File: config.mk
export PLATFORM = sky130hd
export DESIGN_NAME = local_injector
export DESIGN_NICKNAME = d
export VERILOG_FILES = /design/src/rtl/local_injector_pkg.sv /design/src/rtl/local_injector_fifo.sv /design/src/rtl/local_injector.sv
export SDC_FILE = /design/constraint.sdc
export NUM_CORES = 1
export LEC_CHECK = 0
export ABC_AREA = 1
export CORE_ASPECT_RATIO = 2
export CORE_MARGIN = 1
export CORE_UTILIZATION = 33
export CTS_BUF_LIST = sky130_fd_sc_hd__clkbuf_16
export DETAILED_ROUTE_END_ITERATION = 7
export GPL_ROUTABILITY_DRIVEN = 0
export PLACE_DENSITY = 0.49
export RECOVER_POWER = 25
export SYNTH_ARGS = -nofsm -noshare
export SYNTH_HDL_FRONTEND = slang
export SYNTH_HIERARCHICAL = 1
export SYNTH_SLANG_ARGS = --single-unit
File: constraint.sdc
create_clock -name clk -period 3.7 [get_ports clk]
set_input_delay 0.555 -clock clk [delete_from_list [all_inputs] [get_ports clk]]
set_output_delay 0.555 -clock clk [all_outputs]
set_load 0.03 [all_outputs]
File: src/rtl/local_injector_pkg.sv
// Shared types and helpers for the local injection port: flit and channel
// vector widths, the starvation counter action, and the priority-select helper.
package local_injector_pkg;

  localparam int WIDTH_PORT  = 16;
  localparam int NUM_CHANNEL = 5;

  typedef logic [WIDTH_PORT-1:0]  flit_t;
  typedef logic [NUM_CHANNEL-1:0] chan_vec_t;

  // What the starvation counter does at the next edge.
  typedef enum logic [1:0] {
    STARVE_CLEAR = 2'd0,
    STARVE_INC   = 2'd1,
    STARVE_HOLD  = 2'd2
  } starve_action_e;

  // Keeps only the lowest set bit of v; bit 0 has the highest priority.
  function automatic chan_vec_t lowest_set(input chan_vec_t v);
    chan_vec_t sel;
    sel = '0;
    for (int i = NUM_CHANNEL - 1; i >= 0; i--) begin
      if (v[i]) begin
        sel    = '0;
        sel[i] = 1'b1;
      end
    end
    return sel;
  endfunction

endpackage

File: src/rtl/local_injector_fifo.sv
// Synchronous DEPTH-entry flit FIFO for the injection port. The head entry is
// visible combinationally; push is ignored when full and pop is ignored when empty.
module inject_fifo
  import local_injector_pkg::*;
#(
  parameter int DEPTH = 4
) (
  input  logic                   clk,
  input  logic                   reset,
  input  logic                   push,
  input  flit_t                  push_data,
  input  logic                   pop,
  output flit_t                  head,
  output logic [$clog2(DEPTH):0] occupancy,
  output logic                   full,
  output logic                   empty
);

  localparam int AW = $clog2(DEPTH);
  localparam logic [AW-1:0] PTR_ONE    = AW'(1);
  localparam logic [AW:0]   CNT_ONE    = (AW + 1)'(1);
  localparam logic [AW:0]   FULL_COUNT = (AW + 1)'(DEPTH);

  flit_t         mem [DEPTH];
  logic [AW-1:0] wr_ptr;
  logic [AW-1:0] rd_ptr;
  logic [AW:0]   count;
  logic          do_push;
  logic          do_pop;

  assign full    = (count == FULL_COUNT);
  assign empty   = (count == '0);
  assign do_push = push & ~full;
  assign do_pop  = pop & ~empty;

  // Pointers wrap naturally because DEPTH is a power of two.
  // NOTE: state registers use non-blocking assignments so every flop samples
  // pre-edge values regardless of the order the always_ff blocks are evaluated.
  always_ff @(posedge clk or posedge reset) begin
    if (reset) begin
      wr_ptr <= '0;
      rd_ptr <= '0;
      count  <= '0;
    end else begin
      if (do_push) wr_ptr <= wr_ptr + PTR_ONE;
      if (do_pop)  rd_ptr <= rd_ptr + PTR_ONE;
      case ({do_push, do_pop})
        2'b10:   count <= count + CNT_ONE;
        2'b01:   count <= count - CNT_ONE;
        default: count <= count;
      endcase
    end
  end

  // NOTE: the storage array has no reset; entries are unreachable until written,
  // and leaving them unreset lets the array map onto plain RAM/flops without a reset tree.
  always_ff @(posedge clk) begin
    if (do_push) mem[wr_ptr] <= push_data;
  end

  assign head      = mem[rd_ptr];
  assign occupancy = count;

endmodule

File: src/rtl/local_injector.sv
// Injection side of the router local port: buffers PE flits and offers the head
// flit to the lowest-index free output channel, flagging starvation when blocked.
module local_injector
  import local_injector_pkg::*;
#(
  parameter int DEPTH        = 4,
  parameter int STARVE_LIMIT = 8,
  parameter int CNT_W        = 4
) (
  input  logic                   clk,
  input  logic                   reset,
  input  logic                   peValid,
  input  flit_t                  peFlit,
  output logic                   peReady,
  input  chan_vec_t              freeVector,
  output chan_vec_t              injVector,
  output flit_t                  injFlit,
  output logic                   starve,
  output logic [$clog2(DEPTH):0] occupancy
);

  localparam logic [CNT_W-1:0] LIMIT   = CNT_W'(STARVE_LIMIT);
  localparam logic [CNT_W-1:0] CNT_ONE = CNT_W'(1);

  flit_t            head;
  logic             fifo_full;
  logic             fifo_empty;
  logic             push;
  logic             pop;
  chan_vec_t        grant;
  logic [CNT_W-1:0] starve_cnt;
  starve_action_e   starve_action;

  // peReady comes from registered state only, so a pop in the same cycle
  // never opens room for a push while full.
  assign peReady = ~fifo_full;
  assign push    = peValid & peReady;

  inject_fifo #(
    .DEPTH(DEPTH)
  ) u_fifo (
    .clk       (clk),
    .reset     (reset),
    .push      (push),
    .push_data (peFlit),
    .pop       (pop),
    .head      (head),
    .occupancy (occupancy),
    .full      (fifo_full),
    .empty     (fifo_empty)
  );

  // One-hot grant to the lowest free channel; no same-cycle bypass from peFlit.
  assign grant     = fifo_empty ? '0 : lowest_set(freeVector);
  assign injVector = grant;
  assign injFlit   = (grant != '0) ? head : '0;
  assign pop       = (grant != '0);

  // NOTE: every signal written in this always_comb gets a default first so no
  // path leaves it unassigned and no latch is inferred.
  always_comb begin
    starve_action = STARVE_CLEAR;
    if (!fifo_empty && freeVector == '0) begin
      starve_action = (starve_cnt == LIMIT) ? STARVE_HOLD : STARVE_INC;
    end
  end

  always_ff @(posedge clk or posedge reset) begin
    if (reset) begin
      starve_cnt <= '0;
    end else begin
      case (starve_action)
        STARVE_INC:  starve_cnt <= starve_cnt + CNT_ONE;
        STARVE_HOLD: starve_cnt <= starve_cnt;
        default:     starve_cnt <= '0;
      endcase
    end
  end

  assign starve = (starve_cnt == LIMIT);

endmodule
Word level (Yosys, flattened, before mapping) --
Memory sizes are Yosys's and may differ from the RTL's. Cells that the tools add are included.
Storage, ports and cells: memory bits (writable) 64, memories kept 1, input bits 24, bits in registers 11, output and inout port bits 26
Memories:
- u_fifo.mem | depth 4, bits a word 16, rd ports 1, clocked after Yosys merged registers in 0, write ports 1, line local_injector_fifo.sv:24 | flit_t mem [DEPTH];
Operators by class: bitwise gates (word level) 5, add/subtract/negate cells 5, reductions and logical operators 6, equality and inequality tests 6, mux-type cells 13
Operators by type and width (count):
- 5-bit 2-to-1 mux | 6
- 16-bit 2-to-1 mux | 1
- 4-bit case mux with 2 select lines | 1
- 3-bit case mux with 2 select lines | 1
- 5-bit logical NOT | 1
- 5-bit nonzero test | 1
- 2-bit by 1-bit adder with 2-bit output, second input constant | 2
- 4-bit by 1-bit adder with 4-bit output, second input constant | 1
- 2-bit by 1-bit equality test with 1-bit output, second input constant | 2
- 2-bit equality test, second input constant | 2
- 4-bit equality test, second input constant | 1
- 2-bit 2-to-1 mux | 2
- 3-bit by 1-bit adder with 3-bit output, second input constant | 1
- 1-bit AND | 3
- 3-bit equality test, second input constant | 1
- 3-bit logical NOT | 1
- 3-bit by 1-bit subtractor with 3-bit output, second input constant | 1
- 1-bit 2-to-1 mux | 2
- 1-bit NOT | 2
- 2-bit nonzero test | 1
- 1-bit logical AND | 1
- 1-bit logical NOT | 1

Longest topological paths before layout --
depth after elaboration 10, depth in mapped cells 17, mapped depth without buffers 16

By module --
Netlist, hierarchy kept.
By module, submodules not included:
- inject_fifo | times used 1, seq. area each 2097.0 um2, area each 3041.7 um2, cells an instance 249
- local_injector | times used 1, seq. area each 100.1 um2, area each 460.4 um2, cells an instance 83

Worst setup path after synthesis --
No wires, ideal clock.
path type reg2reg, start point register u_fifo.count[0] (netlist: u_fifo/occupancy[0]), end point register u_fifo.count[2] (netlist: u_fifo/occupancy[2]), setup slack 1.354 ns, required time 3.582 ns, data arrival time 2.228 ns, setup time 0.118 ns, cell stages (with the launch flop) 17, clock period less this slack 2.346 ns, cell sequence dfrtp_1 inv_2 nand3_1 inv_1 inv_1 o21ai_4 buf_6 inv_1 nand2_1 inv_1 ha_1 inv_1 fa_1 nand2_1 nand3_1 nand2_1 nand2_1
Between the ends: longest elaborated chain between the ends 6
Ends and longest elaborated chain:
- start, declared | line local_injector_fifo.sv:27 | logic [AW:0] count;
- start signal, assigned | line local_injector_fifo.sv:48 | 2'b10: count <= count + CNT_ONE;
- start signal, assigned | line local_injector_fifo.sv:49 | 2'b01: count <= count - CNT_ONE;
- start signal, assigned | line local_injector_fifo.sv:50 | default: count <= count;
- 3-bit logical NOT (*) | line local_injector_fifo.sv:32 | assign empty = (count == '0);
- net fifo_empty | line local_injector.sv:27 | logic fifo_empty;
- 5-bit 2-to-1 mux (*) | line local_injector.sv:54 | assign grant = fifo_empty ? '0 : lowest_set(freeVector);
- 5-bit nonzero test (*) | line local_injector.sv:57 | assign pop = (grant != '0);
- net pop | line local_injector.sv:29 | logic pop;
- 1-bit AND (*) | line local_injector_fifo.sv:34 | assign do_pop = pop & ~empty;
- net u_fifo.do_pop | line local_injector_fifo.sv:29 | logic do_pop;
- 2-bit by 1-bit equality test with 1-bit output or 2-bit equality test (tied branches) | line local_injector_fifo.sv:47 | case ({do_push, do_pop})
- 3-bit case mux with 2 select lines or 2-bit nonzero test (tied branches)
Mark *: on every way through the listed nets, which the timed path passes. The rest lies on a longest branch. A chain may end at the register's enable or synchronous reset.

Worst setup path after layout --
start point input port freeVector[2], end point output port injFlit[7]
Between the ends: longest elaborated chain between the ends 6
Ends and longest elaborated chain:
- start, declared | line local_injector.sv:15 | input chan_vec_t freeVector,
- 5-bit 2-to-1 mux (3 in series) | line local_injector_pkg.sv:23 | if (v[i]) begin
- 5-bit 2-to-1 mux | line local_injector.sv:54
- 5-bit nonzero test | line local_injector.sv:56 | assign injFlit = (grant != '0) ? head : '0;
- 16-bit 2-to-1 mux | line local_injector.sv:56
- end, declared | line local_injector.sv:17 | output flit_t injFlit,
No other way between the ends.

==> results.cfg <==
[status]
outcome = finished, final reports clean

[clock_network]
clockBufferDepth = 2
cts_setup_buffers = 0
path_clk_slew_ns = 0.05
cts_tree = built
cts_buffers = 9
cts_hold_buf = 0
clock_sinks = 75
htreeDepth = 3
clock_latency_ns = 0.33
cts_resized = 0
cts_root_buffer = clkbuf_16

[placed_design]
placedCellCount = 511
port_buffers = 49
placed_cell_area_um2 = 4120
dpl.hpwl_um = 4620

[yosys]
yosysUniqueCellTypes = 23
ys_seq_area_share_pct = 62.7
syn_area_um2 = 3500
ys_async_sr_fraction_pct = 14.7
yosys_warnings = 6
synth_nets = 364
synth_cells = 332
synth-seq-cells = 75
synth_edf_count = 64
syn_avg_cell_area_um2 = 10.5
ys.flop_type = edfxtp_1

[route]
drtIter0Drc = 111
dr_total_vias = 2295
wirelength_um = 6880
antenna_left = 0
first_pass_iters = 4
wire_per_inst_um = 13.0
viasPerCell = 4.35
post-route-drc-count = 0

[sta]
setup_viol = 0
fmax_ghz = 0.326
skew_ns = 0.00454
finalCritPeriodShare_pct = 83.0
finalSetupTns_ns = 0
slew_headroom_pct = 57.4
post-route-min-period_ns = 3.07
grt_setup_unrepaired = no
worstMarginPinSlew_ns = 0.638
final_max_slew_viol_count = 0
finalHoldViolCount = 0
holdWs_ns = 0.522

[setup_path]
worst_setup_path_start_kind = input port
cp_common_cell = clkdlybuf4s50_1
cp_max_fo = 17
slowest_stage = clkdlybuf4s50_1
max_stage_delay_ns = 0.63
path_cells = clkdlybuf4s50_1 -> nor2_2 -> nand2_2 -> o21ai_4 -> nor2_1 -> clkdlybuf4s50_1
path_class = input port to output pin
crit_required_ns = 3.14
worstPathArrival_ns = 2.52
cp-end-kind = output pin

[floorplanning]
rows = 52
dieArea_um2 = 11100
die_y_um = 148
core_area_um2 = 10200
top_level_ports = 50
dieWidth_um = 74.8
start_util_pct = 34.3

[final_layout]
ff_latch_area_um2 = 2200
multi_input_area_um2 = 906
diodes = 0
final_area_um2 = 4410
nets = 419
final_cells = 527
syn_to_final_growth_pct = 25.9
fillers = 1012
layout-drive-gt1-share_pct = 8.67

[grt]
antenna_found_initial = 0
grt_max_degree = 38
overflow = 0
grt_pass1_vias = 2216
gr-usage-all-layers_pct = 14.3
grt_pass1_wl_um = 11200

[power_and_ir_drop]
p_leak_nw = 1.88
finalPower_mw = 3.82
powerDensity_nw_per_um2 = 866
peakVddDrop_v = 0.000428

[run]
drv_cap = 0

[worst_hold_path]
hold_path.class = flop to flop
==> critical path, delay by kind of cell <==
family	cells	cell delay, ns
simple gates	3	0.41
buf+inv	2	1.09
compound gates	1	0.47
==> cells in the mapped netlist (2+ instances only) <==
cell      number  area, µm²
buf_4          2       15.0
buf_6          7       78.8
dfrtp_1       11        275
edfxtp_1      64       1920
ha_1           7       87.6
inv_1         75        282
inv_2          4       15.0
nand2_1       74        278
nand3_1       13       65.1
nand4_1        2       12.5
nor2_1        28        105
nor2_2         2       12.5
nor3_1         2       10.0
o211ai_1      27        203
o211ai_2       5       62.6
xnor2_1        2       17.5
==> registers in the layout, indices dropped and copies added (netlist names) <==
| name | flops |
|---|---|
| u_fifo/rd_ptr | 2 |
| u_fifo/wr_ptr | 2 |
| u_fifo/mem | 64 |
| u_fifo/occupancy | 3 |
| starve_cnt | 4 |
==> metal layers <==
layer | up-vias | wire, µm | global-route usage (%)
met4 | 0 | 112 | 5.94
met2 | 41 | 3890 | 25.3
met5 | - | 0 | 0
met1 | 1073 | 2640 | 15.2
li1 | 1174 | - | -
met3 | 7 | 229 | 4.36
==> cell usage in the layout, fill, tap and decap left out, drive strengths merged <==
master,instances
inv,79
dfrtp,11
clkdlybuf4s50,39
dlygate4sd3,10
clkbuf,9
a21oi,1
nor2,30
nor3,2
buf,6
nand4,2
nand3,13
fa,1
clkinv,2
xnor2,2
o21ai,2
bufinv,1
ha,7
nand2,75
clkinvlp,4
edfxtp,64
o211ai,32
==> final cells by class <==
type,count,area share (%)
flip-flops and latches,75,49.8
multi-input cells,167,20.5
repair buffers,55,12.4
inverters,79,6.72
clock buffers,9,5.11
well taps,135,3.83
clock inverters,7,1.56
==> through the flow <==
stage / utilization, % / worst slack [ns]
finish: 43.2 / 0.629
global route: 43.2 / 0.435
CTS: 43.2 / 0.529
detailed placement: 40.3 / 0.532
global placement: 40.3 / 0.549
floorplan: - / 1.35
==> path summary, 6_finish.rpt <==
path / from / slack, ns / end / cells after the start
setup / recovery: freeVector[2] / 0.63 / injFlit[7] / 6
hold / removal: u_fifo/occupancy[2]$_DFFE_PP0P_ / 0.52 / u_fifo/occupancy[2]$_DFFE_PP0P_ / 2
setup reg to reg: u_fifo/occupancy[1]$_DFFE_PP0P_ / 1.16 / u_fifo/occupancy[1]$_DFFE_PP0P_ / 12
max in group asynchronous: reset / 2.83 / u_fifo/wr_ptr[1]$_DFFE_PP0P_ / 2
min in group asynchronous: reset / 0.58 / starve_cnt[3]$_DFFE_PP0P_ / 2
hold reg to reg: u_fifo/occupancy[2]$_DFFE_PP0P_ / 0.52 / u_fifo/occupancy[2]$_DFFE_PP0P_ / 2
==> kinds of logic (layout without fill, tap and decap cells) <==
kind of cell	Yosys count	after routing	share of synthesized area, %
and+or+nand+nor	122	122	14.0
DFF	75	75	62.7
xor gates and xnor gates	2	2	0.500
AOI/OAI and AO/OA	35	35	8.32
adders and majority gates	8	8	3.07
buffers and inverters	90	150	11.4
==> power breakdown <==
| part | switching (mW) | internal, mW | leakage (nW) |
|---|---|---|---|
| Combinational | 1.12 | 0.657 | 1.02 |
| Clock | 0.324 | 0.517 | 0.131 |
| Sequential | 0.0801 | 1.12 | 0.725 |
Note: power is estimated with default switching activity, not from simulation.
